**config.mk**
```make
export PLATFORM = sky130hd
export DESIGN_NAME = alu_control
export DESIGN_NICKNAME = d
export VERILOG_FILES = /design/src/rtl/alu_control.sv
export SDC_FILE = /design/constraint.sdc
export NUM_CORES = 1
export LEC_CHECK = 0
export CAP_MARGIN = 25
export CORE_AREA = 4 4 41 43
export CTS_CLUSTER_DIAMETER = 40
export DETAILED_ROUTE_END_ITERATION = 16
export DIE_AREA = 0 0 45 47
export PLACE_DENSITY = 0.6
export SYNTH_ARGS = -nofsm -noshare
export SYNTH_HDL_FRONTEND = slang
export SYNTH_SLANG_ARGS = --single-unit
```
**constraint.sdc**
```tcl
create_clock -name clk -period 2.3 [get_ports clk]
set_input_delay 0.23 -clock clk [delete_from_list [all_inputs] [get_ports clk]]
set_output_delay 0.23 -clock clk [all_outputs]
set_load 0.02 [all_outputs]
```
**src/rtl/alu_control.sv**
```systemverilog
`default_nettype none
// ============================================================================
// Module      : alu_control
// Description : ALU control decoder for the ID/EX stage. Combines the
//               main-control ALUOp instruction class with the instruction
//               funct3/funct7 fields. It produces a 4-bit ALU operation
//               select and a 32-bit word-operation flag. Both outputs are
//               registered, so results appear one clock after the inputs
//               are sampled.
// Ports       : clk        - system clock, rising-edge active
//               rst        - synchronous active-high reset
//               ALUOp      - [2:0] instruction class from main control
//               funct3     - [2:0] instruction funct3 field
//               funct7     - [6:0] instruction funct7 field
//               ALUControl - [3:0] registered ALU operation select
//               WordOp     - registered 32-bit word-operation flag
// Revision    : 1.0 - initial release
// ============================================================================
module alu_control (
    input  logic       clk,
    input  logic       rst,
    input  logic [2:0] ALUOp,
    input  logic [2:0] funct3,
    input  logic [6:0] funct7,
    output logic [3:0] ALUControl,
    output logic       WordOp
);

    // ALU operation select encodings
    localparam logic [3:0] c_ALU_ADD    = 4'b0000;
    localparam logic [3:0] c_ALU_SUB    = 4'b0001;
    localparam logic [3:0] c_ALU_AND    = 4'b0010;
    localparam logic [3:0] c_ALU_OR     = 4'b0011;
    localparam logic [3:0] c_ALU_XOR    = 4'b0100;
    localparam logic [3:0] c_ALU_SLT    = 4'b0101;
    localparam logic [3:0] c_ALU_SLL    = 4'b0110;
    localparam logic [3:0] c_ALU_SRL    = 4'b0111;
    localparam logic [3:0] c_ALU_PASS_B = 4'b1000;

    // Instruction classes from main control
    localparam logic [2:0] c_OP_RTYPE  = 3'b000;
    localparam logic [2:0] c_OP_ITYPE  = 3'b001;
    localparam logic [2:0] c_OP_STORE  = 3'b010;
    localparam logic [2:0] c_OP_LOAD   = 3'b011;
    localparam logic [2:0] c_OP_RSVD   = 3'b100;
    localparam logic [2:0] c_OP_BRANCH = 3'b101;
    localparam logic [2:0] c_OP_JUMP   = 3'b110;
    localparam logic [2:0] c_OP_LUI    = 3'b111;

    // funct7 value that marks the word-sized add in the R-type class
    localparam logic [6:0] c_FUNCT7_WORD = 7'h20;

    logic [3:0] w_alu_control;
    logic       w_word_op;
    logic [3:0] r_alu_control;
    logic       r_word_op;

    // Combinational decode. ADD/WordOp=0 is the default for every path
    // that does not override it, including unknown inputs.
    always_comb begin
        w_alu_control = c_ALU_ADD;
        w_word_op     = 1'b0;
        case (ALUOp)
            c_OP_RTYPE: begin
                case (funct3)
                    3'd0: w_alu_control = c_ALU_SLT;
                    3'd1: begin
                        w_alu_control = c_ALU_ADD;
                        w_word_op     = (funct7 == c_FUNCT7_WORD);
                    end
                    3'd2: w_alu_control = c_ALU_SRL;
                    3'd3: w_alu_control = c_ALU_XOR;
                    3'd4: w_alu_control = c_ALU_SLL;
                    3'd5: w_alu_control = c_ALU_OR;
                    3'd6: w_alu_control = c_ALU_SUB;
                    3'd7: w_alu_control = c_ALU_AND;
                    default: begin
                        w_alu_control = c_ALU_ADD;
                        w_word_op     = 1'b0;
                    end
                endcase
            end
            c_OP_ITYPE: begin
                // funct7 carries immediate bits here and is not decoded
                case (funct3)
                    3'd0: begin
                        w_alu_control = c_ALU_ADD;
                        w_word_op     = 1'b1;
                    end
                    3'd1: w_alu_control = c_ALU_ADD;
                    3'd2: w_alu_control = c_ALU_SRL;
                    3'd3: w_alu_control = c_ALU_XOR;
                    3'd4: w_alu_control = c_ALU_SLL;
                    3'd5: w_alu_control = c_ALU_SLT;
                    3'd6: w_alu_control = c_ALU_AND;
                    3'd7: w_alu_control = c_ALU_OR;
                    default: begin
                        w_alu_control = c_ALU_ADD;
                        w_word_op     = 1'b0;
                    end
                endcase
            end
            c_OP_STORE:  w_alu_control = c_ALU_ADD;
            c_OP_LOAD:   w_alu_control = c_ALU_ADD;
            c_OP_RSVD:   w_alu_control = c_ALU_ADD;
            // Comparison is done by subtraction; the branch condition
            // itself is resolved elsewhere.
            c_OP_BRANCH: w_alu_control = c_ALU_SUB;
            c_OP_JUMP:   w_alu_control = c_ALU_ADD;
            c_OP_LUI:    w_alu_control = c_ALU_PASS_B;
            default: begin
                w_alu_control = c_ALU_ADD;
                w_word_op     = 1'b0;
            end
        endcase
    end

    always_ff @(posedge clk) begin
        if (rst) begin
            r_alu_control <= c_ALU_ADD;
            r_word_op     <= 1'b0;
        end else begin
            r_alu_control <= w_alu_control;
            r_word_op     <= w_word_op;
        end
    end

    assign ALUControl = r_alu_control;
    assign WordOp     = r_word_op;

endmodule
`default_nettype wire

```
=== Word-level counts from Yosys, hierarchy flattened ===
Index checks and enable logic that the tools add are counted.

* Bits of input ports: 15
* Output and inout bits: 5
* Register bits after elaboration: 5
* Logic and storage cells: 27

* Muxes and demuxes: 6
* Reduce and logical (&&, ||, !) cells: 4
* Eq/ne operators: 15

{| class="wikitable"
|+ Operators by type and width
! cell !! count
|-
| $pmux W4 S8 || 1
|-
| $pmux W4 S7 || 1
|-
| $eq A3 B3 Y1 const B || 8
|-
| $pmux W4 S5 || 1
|-
| $eq A3 B2 Y1 const B || 4
|-
| $eq A7 B6 Y1 const B || 1
|-
| $eq A3 B1 Y1 const B || 2
|-
| $logic_not A3 Y1 || 2
|-
| $reduce_or A4 Y1 || 1
|-
| $mux W1 || 2
|-
| $pmux W1 S2 || 1
|-
| $reduce_or A2 Y1 || 1
|}

=== Depth between registers and ports, before layout ===
* Depth in word-level cells: 4
* Gate-level depth with buffers: 4
* Mapped depth without buffers: 3

=== Worst setup path after synthesis ===
Ideal clock, no wire load.

* Path type: input to register
* Start: input funct7[2]
* End: register r_word_op, in the netlist WordOp
* Cell stages on the path: 3
* Buffers on the path: 0
* Slack: 1.270 ns
* Arrival: 0.926 ns
* Setup time: 0.103 ns
* Data required time: 2.197 ns
* Cells stage by stage: nor4b_2 nand4b_1 a2111oi_2

* Word-level cells in the longest chain between the ends: 3

{| class="wikitable"
|+ Ends and longest elaborated chain
! element !! RTL line !! text
|-
| from (decl) || 24 || <nowiki>input logic [6:0] funct7,</nowiki>
|-
| $eq A7 B6 Y1 || 69 || <nowiki>w_word_op = (funct7 == c_FUNCT7_WORD);</nowiki>
|-
| $mux W1 || 65 || <nowiki>case (funct3)</nowiki>
|-
| $pmux W1 S2 || 63 || <nowiki>case (ALUOp)</nowiki>
|-
| to (signal assigned) || 124 || <nowiki>r_word_op <= w_word_op;</nowiki>
|-
| to (decl) || 56 || <nowiki>logic r_word_op;</nowiki>
|}

No other way between the ends.
A chain may end at the register's enable or synchronous reset.

=== Worst setup path after layout ===
* Start: register r_alu_control[0], in the netlist ALUControl[0]
* End: output ALUControl[0]

{| class="wikitable"
|+ RTL lines
! element !! RTL line !! text
|-
| from (decl) || 55 || <nowiki>logic [3:0] r_alu_control;</nowiki>
|-
| from (signal assigned) || 120 || <nowiki>r_alu_control <= c_ALU_ADD;</nowiki>
|-
| from (signal assigned) || 123 || <nowiki>r_alu_control <= w_alu_control;</nowiki>
|-
| to (decl) || 25 || <nowiki>output logic [3:0] ALUControl,</nowiki>
|}

No word-level cell between the ends.

==> impl_metrics.ini <==
[placed_design]
io_buffers = 19
gp_congestion = 0.630
dp_hpwl_um = 548

[floorplanning]
initial_core_util_pct = 20.1
die-area_mm2 = 0.00212
rows = 13
pin_count = 20
die_w_um = 45
core-area_mm2 = 0.00130
die_y_um = 47

[worst_setup_path]
crit_family = buffers and inverters
cp_num_buf_inv = 1
crit_arrival_ps = 1130
path_cells = clkdlybuf4s50_1
crit_slowest_cell = clkdlybuf4s50_1
critPathCaptureType = primary output
crit_path_max_fanout = 1
cp.required_ps = 2070
slowest_delay_ps = 590
start_kind = register
criticalPathCategory = register to primary output

[grt]
antenna_found_initial = 0
grt_overflow_total = 0
grt_first_pass_wirelength_um = 890
grt_max_degree = 10
grt_pass1_vias = 221
grt_use_total_pct = 6.17

[finish]
fin_nets = 66
syn2layout_area_growth_pct = 88.0
diodes = 0
drive_above_1_share_pct = 12.0
layout_commonest_cell = clkdlybuf4s50_1
final_cell_mix = 19 x clkdlybuf4s50_1, 5 x dfxtp_1, 4 x a21oi_1
postLayoutCoreUtil_pct = 37.8

[sta]
rsz0062_at_grt = false
fmax_ghz = 0.736
finalHoldViolCount = 0
max_slew_margin_pct = 79.3
slew_violations = 0
finalSetupViolations = 0
tns_ps = 0
period_minus_slack_ps = 1360
timing.final.crit_share_pct = 59.1
worstMarginPinSlew_ps = 310

[status]
status = finished clean

[clocking]
cts-root-buf = clkbuf_4
ctsHoldBuffers = 0
path_clk_slew_ps = 40
numCtsBuffers = 3
max-clock-path-buffers = 2
htree_levels = 1
post_cts_buffers = 0
cts_tree = yes
cts.sinks = 5
ctsResizeCount = 0

[power]
swShare_pct = 22.1
irDropWorstVdd_mv = 0.369
p_comb_share_pct = 22.0
seqPwrFrac_pct = 37.4
p_per_area_mw_per_mm2 = 490
p_int_w = 0.000188
leakage_nw = 0.167
switchingPower_w = 0.0000531
finalPower_w = 0.000241
clock_power_share_pct = 40.5

[hold_path]
worstHoldPathCells = 2
hp-class = input pin to register
hp-start = ALUOp[1]
min_delay_worst_endpoint = ALUControl[0]$_SDFF_PP0_

[logic_synthesis]
yosysWarnings = 0
synth-seq-cells = 5
ys_types = 17
syn_avg_cell_area_um2 = 9.34
syn_inst = 28
ys_seq_area_share_pct = 38.3
synth_nets = 43
synth_area_um2 = 262

[routing]
vias_per_cell = 4.46
drcViolationCount = 0
wl_per_cell_um = 9.85
route.vias.total = 290
finalWirelength_um = 640
drtPass1Iterations = 5
ant_nets = 0
first_iter_violations = 8

[run]
drv_cap = 0
==> per-layer routing <==
layer | global-route usage, % | share of wire [%]
met1 | 6.61 | 36
met2 | 9.60 | 49
met3 | 5.75 | 15
met4 | 0 | 0
met5 | 0 | 0
==> registers in the layout, indices dropped and copies added (netlist names) <==
register,cells
WordOp,1
ALUControl,4
==> power by group through the flow <==
stage	Sequential (W)	Clock [W]	Combinational, W
final	0.0000902	0.0000977	0.0000530
after global placement	0.0000918	0	0.0000535
after detailed placement	0.0000918	0	0.0000535
after CTS	0.0000903	0.000102	0.0000536
after global routing	0.0000903	0.000109	0.0000578
after floorplan	0.0000951	0	0.0000145
==> final cells by class <==
type | count | area (um^2)
clock buffers | 4 | 26.3
repair buffers | 19 | 190
multi-input cells | 22 | 156
fillers | 146 | 810
flip-flops and latches | 5 | 100
well taps | 15 | 18.8
==> cells in the mapped netlist <==
library cell  instances  area (um^2)
dfxtp_1               5          100
a21oi_1               4         20.0
nor2_1                3         11.3
a2111oi_1             2         20.0
nor3_1                2         10.0
a2111oi_2             1         15.0
a211oi_1              1         7.51
and2_1                1         6.26
and4b_1               1         10.0
buf_2                 1         5.00
nand2_1               1         3.75
nand2b_1              1         6.26
nand4b_1              1         8.76
nor2b_1               1         6.26
nor4b_2               1         15.0
o21ai_1               1         5.00
or3_4                 1         11.3
==> how the worst max path moves through the flow <==
stage / from / endpoint / cells past startpoint
global route: ALUControl[1]$_SDFF_PP0_ / ALUControl[1] / 1
finish: ALUControl[0]$_SDFF_PP0_ / ALUControl[0] / 1
global placement: funct3[2] / ALUControl[1]$_SDFF_PP0_ / 3
floorplan: funct7[2] / WordOp$_SDFF_PP0_ / 3
CTS: ALUControl[0]$_SDFF_PP0_ / ALUControl[0] / 1
detailed placement: ALUOp[2] / WordOp$_SDFF_PP0_ / 3
==> cells by family (layout without fill, tap and decap cells) <==
kind of cell           count (synthesis)  after routing  share of synthesized area (%)
AND/OR/NAND/NOR                       13             13                           34.0
flip-flops                             5              5                           38.3
buffers and inverters                  1             23                           1.91
AO/OA/AOI/OAI                          9              9                           25.8
==> per-stage QoR <==
| step | instances | setup slack (ps) | instance area (um^2) | hold WS (ps) |
|---|---|---|---|---|
| detailed placement | 61 | 770 | 465 | 845 |
| finish | 65 | 941 | 492 | 594 |
| floorplan | 28 | 1270 | 262 | 299 |
| global placement | 61 | 765 | 465 | 847 |
| CTS | 65 | 923 | 492 | 594 |
| global route | 65 | 891 | 492 | 607 |
Note: power is estimated with default switching activity, not from simulation.
